## config.mk

```make
export PLATFORM = sky130hd
export DESIGN_NAME = mdu_sched
export DESIGN_NICKNAME = d
export VERILOG_FILES = /design/src/rtl/mdu_sched.sv
export SDC_FILE = /design/constraint.sdc
export NUM_CORES = 1
export LEC_CHECK = 0
export BUFFER_PORTS_ARGS = -buffer_cell sky130_fd_sc_hd__buf_2
export CORE_AREA = 2 2 39 41
export DETAILED_ROUTE_END_ITERATION = 6
export DIE_AREA = 0 0 41 43
export GPL_TIMING_DRIVEN = 0
export PLACE_DENSITY_LB_ADDON = 0.1
export SYNTH_ARGS = -nofsm -noshare
export SYNTH_HDL_FRONTEND = slang
export SYNTH_SLANG_ARGS = --single-unit
export TNS_END_PERCENT = 5
```

## constraint.sdc

```tcl
create_clock -name clk -period 1.3 [get_ports clk]
set_input_delay 0.13 -clock clk [delete_from_list [all_inputs] [get_ports clk]]
set_output_delay 0.13 -clock clk [all_outputs]
set_load 0.02 [all_outputs]
```

## src/rtl/mdu_sched.sv

```systemverilog
// mdu_sched: HI/LO multiply/divide busy tracker and pipeline stall controller
// Ports: startE/opE start an MDU op from E; mdUseD flags an MDU user in D;
// hazardStall is the external data-hazard stall; busy/opOut/resultWe report
// the MDU; pcEn/dEn/eFlush drive the PC enable, D enable and E bubble.
// Optional HAZARD_PERF_CNT_EN adds stallCnt/mdStallCnt cycle counters.
module mdu_sched #(
  parameter int MULT_CYCLES = 5,
  parameter int DIV_CYCLES  = 10,
  parameter int CNT_W       = 4
) (
  input  logic       clk,
  input  logic       reset,
  input  logic       startE,
  input  logic [1:0] opE,
  input  logic       mdUseD,
  input  logic       hazardStall,
  output logic       busy,
  output logic [1:0] opOut,
  output logic       resultWe,
  output logic       pcEn,
  output logic       dEn,
  output logic       eFlush
`ifdef HAZARD_PERF_CNT_EN
  ,
  output logic [31:0] stallCnt,
  output logic [31:0] mdStallCnt
`endif
);
  typedef enum logic {IDLE, RUN} state_t;
  state_t state, state_n;
  logic [CNT_W-1:0] cnt, cnt_n;
  logic [1:0] op_n;
  logic we_n, md_stall, stall;
  always_ff @(posedge clk) begin
    if (reset) begin
      state    <= IDLE;
      cnt      <= '0;
      opOut    <= '0;
      resultWe <= 1'b0;
    end else begin
      state    <= state_n;
      cnt      <= cnt_n;
      opOut    <= op_n;
      resultWe <= we_n;
    end
  end
  // a start arriving while busy is dropped; the countdown never pauses for stalls
  always_comb begin
    state_n = state;
    cnt_n   = cnt;
    op_n    = opOut;
    we_n    = 1'b0;
    if (state == IDLE && startE) begin
      state_n = RUN;
      cnt_n   = opE[1] ? CNT_W'(DIV_CYCLES) : CNT_W'(MULT_CYCLES);
      op_n    = opE;
    end else if (state == RUN) begin
      cnt_n = cnt - 1'b1;
      if (cnt == CNT_W'(1)) begin
        state_n = IDLE;
        we_n    = 1'b1;
      end
    end
  end
  assign busy     = state == RUN;
  assign md_stall = mdUseD & (startE | busy);
  assign stall    = hazardStall | md_stall;
  assign pcEn     = ~stall;
  assign dEn      = ~stall;
  assign eFlush   = stall;
`ifdef HAZARD_PERF_CNT_EN
  always_ff @(posedge clk) begin
    if (reset) begin
      stallCnt   <= '0;
      mdStallCnt <= '0;
    end else begin
      stallCnt   <= stallCnt + 32'(stall);
      mdStallCnt <= mdStallCnt + 32'(md_stall);
    end
  end
`endif
endmodule

```

Word-level counts from Yosys, hierarchy flattened
Index checks and enable logic that the tools add are counted.
{"block": "word_totals", "input_bits": 7, "out_inout_bits": 7, "regBits": 8}
{"block": "classes", "eq_ne": 1, "n_bitwise": 5, "n_addsub": 1, "n_reduce_logical": 3, "n_mux": 7}
{"op": "2-to-1 mux 4 bit", "n": 3}
{"op": "== test 4 x 1 -> 1 bit, second input constant", "n": 1}
{"op": "2-to-1 mux 1 bit", "n": 4}
{"op": "subtractor 4 x 1 -> 4 bit, second input constant", "n": 1}
{"op": "OR reduction 3 bit", "n": 1}
{"op": "inverter 1 bit", "n": 2}
{"op": "OR 1 bit", "n": 2}
{"op": "nonzero test 2 bit", "n": 1}
{"op": "bitwise AND 1 bit", "n": 1}
{"op": "logical AND 1 bit", "n": 1}

Logic depth before layout (Yosys ltp)
{"block": "logic_depth", "ltp_word": 4, "depth_mapped": 5, "ltp_nobuf": 5}

Worst setup path before layout
OpenSTA, ideal clock, no wires.
{"block": "synth_path", "path_type": "reg-to-output", "start": "reg state (netlist: busy)", "end": "out pcEn", "setup_slack_ns": -0.162, "arrival_time_ns": 1.332, "stages_incl_launch_ff": 6, "path_cell_list": "dfxtp_1 -> buf_6 -> or2_1 -> a21o_1 -> inv_1 -> buf_4"}
{"block": "synth_between", "elab_chain_cells": 4}
{"element": "start, declared", "line_no": "30", "text": "state_t state, state_n;"}
{"element": "start signal, assigned", "line_no": "41", "text": "state <= state_n;"}
{"element": "OR 1 bit", "line_no": "66", "text": "assign md_stall = mdUseD & (startE | busy);"}
{"element": "bitwise AND 1 bit", "line_no": "66"}
{"element": "OR 1 bit", "line_no": "67", "text": "assign stall = hazardStall | md_stall;"}
{"element": "via eFlush", "line_no": "22", "text": "output logic eFlush"}
{"element": "inverter 1 bit"}
{"element": "end, declared", "line_no": "20", "text": "output logic pcEn,"}
The timed path passes the listed nets, and every way through them passes these cells.

Final worst setup path
{"block": "layout_path", "start": "reg state (netlist: busy)", "end": "out pcEn"}
{"block": "layout_between", "elab_chain_cells": 4}
{"element": "OR 1 bit", "line_no": "66"}
{"element": "bitwise AND 1 bit", "line_no": "66"}
{"element": "OR 1 bit", "line_no": "67"}
{"element": "inverter 1 bit", "line_no": "68", "text": "assign pcEn = ~stall;"}
Every way passes these cells.

==> results.md <==
* Worst EP required at 1.17 ns
* Drt pass-1 iters at 2
* CTS Hold Bufs at 0
* Fill count at 137
* Vias in the first global route at 310
* Leakage at 0.237 nW
* Final setup margin at -0.0191 ns
* Area growth syn-to-layout at 27.6%
* H-tree lvl count at 1
* CP endpoint kind: primary output
* Deepest clock path buffer count at 2
* Comb pwr share at 23.0%
* EDFF count, synth at 0
* Fin nets at 70
* Reg2reg path depth at 4
* Worst-Skew Late Latency at 0.25 ns
* Sw Share at 28.2%
* Largest net degree at the start of global routing at 11
* Clk root buf: clkbuf_4
* Peak VDD IR at 0.479 mV
* Synth Cell Area at 408 sq um
* Clock Skew at 0.00462 ns
* DR WL/cell at 11.0 microns
* Post-synthesis cell count at 44
* Unique masters post-synth at 25
* Worst Max-Slew Pin Slew at 0.357 ns
* Min-Delay Path Class: in2reg
* Most common cell after layout, fill and taps aside: buf_2
* Pint at 434 uW
* First-pass GRT wire length at 1320 microns
* Synth Warn # at 0
* Seq pwr share at 46.3%
* Detailed-route DRC error count at 0
* WHS Path Cells at 3
* Core area at 1380 sq um
* Startpoint types: flop
* Post-DR vias/cell at 4.65
* Die Area at 1760 sq um
* Avg Inst Size Synth at 9.27 sq um
* Register clock-pin slew on the reported worst setup and hold paths at 0.05 ns
* RePlAce Congestion at 0.736
* Post-route ant nets at 0
* GRT Overall Usage at 11.4%
* RSZ-0062 raised after global routing: true
* Synthesis-stage register bit count at 8
* # rows at 14
* Max Clock Freq at 0.758 GHz
* CP max FO at 2
* Outcome: finished, violations left
* Clock power frac at 30.8%
* Total Routed Length at 825 microns
* Most frequently used flop master after synthesis: dfxtp_1
* DRT iter0 DRCs at 1
* DIE HEIGHT at 43 microns
* Final setup violation count at 1
* Final period utilization at 101%
* Final Power at 605 uW
* # Max-Cap Violations at 0
* Die X at 41 microns
* Share of cells above drive strength 1 at 37.3%
* Seq/Total Area, Yosys at 39.3%
* Max Transition Viols Final at 0
* Worst hold slack at 0.120 ns
* Vias after detailed routing at 349
* Initial antenna violation count at 0
* CTS Buf Count at 3
* CTS tree: built
* Most frequent cells in the layout: 11 x buf_2, 7 x dfxtp_1
* Syn Nets at 53
* Gr ovfl total at 0
* Diodes inserted at 0
* Starting Density at 29.5%
* Post-DP HPWL at 609 microns
* Sink Count at 8
* Rel. slew slack at 76.2%
* WP data arrival at 1.19 ns
* IO Port Bufs at 12
* Fin crit period at 1.32 ns
* Hold Vio Cnt, Final at 0
* Setup CP Type: reg2out
* PwrDens at 1160 nW/um^2
* Asr flop ratio synth at 0%
* Io pins at 14
* Psw at 170 uW
* Failing checks: setup timing
[final cells by class]
class / count / area [sq um] / share of cell area, %
sequential: 8 / 164 / 31.5
multi-input combinational: 29 / 210 / 40.4
inverter: 4 / 15.0 / 2.88
tap: 16 / 20.0 / 3.85
timing repair buffer: 13 / 73.8 / 14.2
clock buffer: 3 / 22.5 / 4.33
buffer: 2 / 15.0 / 2.88
[final timing paths]
check / start / end / slack, ns
min reg2reg: opOut[0] / opOut[0] / 0.50
max reg2reg: busy / cnt[3] / 0.25
max: busy / pcEn / -0.02
min: opE[0] / opOut[0] / 0.12
[metal layers]
layer  vias to the layer above  wire, microns  GRT usage [%]
li1                        184              -              -
met1                       155            391           13.0
met2                         8            381           16.3
met3                         2             43           4.71
met4                         0              8           8.00
met5                         -              0              0
[power groups by stage]
| stage | logic (mW) | clock network, mW | registers (mW) |
|---|---|---|---|
| finish | 0.139 | 0.186 | 0.280 |
| global placement | 0.140 | 0 | 0.286 |
| detailed placement | 0.138 | 0 | 0.286 |
| floorplan | 0.0928 | 0 | 0.292 |
| CTS | 0.140 | 0.199 | 0.280 |
| global route | 0.155 | 0.207 | 0.283 |
[synthesized netlist by cell type, types with 2 or more instances]
| master | n | area share (%) |
|---|---|---|
| dfxtp_1 | 8 | 39 |
| inv_1 | 4 | 3.7 |
| a31oi_1 | 3 | 4.6 |
| nand2_1 | 3 | 2.8 |
| a211oi_1 | 2 | 3.7 |
| ha_1 | 2 | 6.1 |
| mux2i_1 | 2 | 4.9 |
| nor2_1 | 2 | 1.8 |
| nor2b_1 | 2 | 3.1 |
[cell families (layout without fill, tap and decap cells)]
logic type               count (synthesis)  after routing  share of synthesized area (%)
AO/OA/AOI/OAI                            9              9                           15.3
adder cells (fa/ha/maj)                  2              2                           6.13
multiplexers                             2              2                           4.91
buffers and inverters                    7             22                           9.20
AND/OR/NAND/NOR                         16             16                           25.2
flip-flops                               8              8                           39.3
[registers in the layout, summed over array words and instances (netlist names)]
name,flops
cnt,4
busy,1
resultWe,1
opOut,2
[stage by stage]
step           instance area [sq um]  cells  setup slack (ns)  TNS, ns  util (%)
6_report                         520     75           -0.0191  -0.0191      37.6
3_3_place_gp                     493     72            0.0811        0      35.6
5_1_grt                          520     75           -0.0698   -0.106      37.6
2_1_floorplan                    413     44           -0.0139  -0.0139         -
3_5_place_dp                     493     72            0.0825        0      35.6
4_1_cts                          520     75           -0.0581  -0.0859      37.6
[critical path, stage by stage, from the launching register on]
cell and delay, ns:
dfxtp_4 0.33, or2_1 0.20, a21o_1 0.17, inv_2 0.06, buf_6 0.08, buf_6 0.10
[what timing repair did]
action                                  CTS  global route
gates resized for setup                   3             0
pin swaps                                 1             1
endpoints found under the hold margin     0             0
gates cloned                              0             0
endpoints found under the setup margin    3             3
buffers inserted                          1             0
Note: power is estimated with default switching activity, not from simulation.
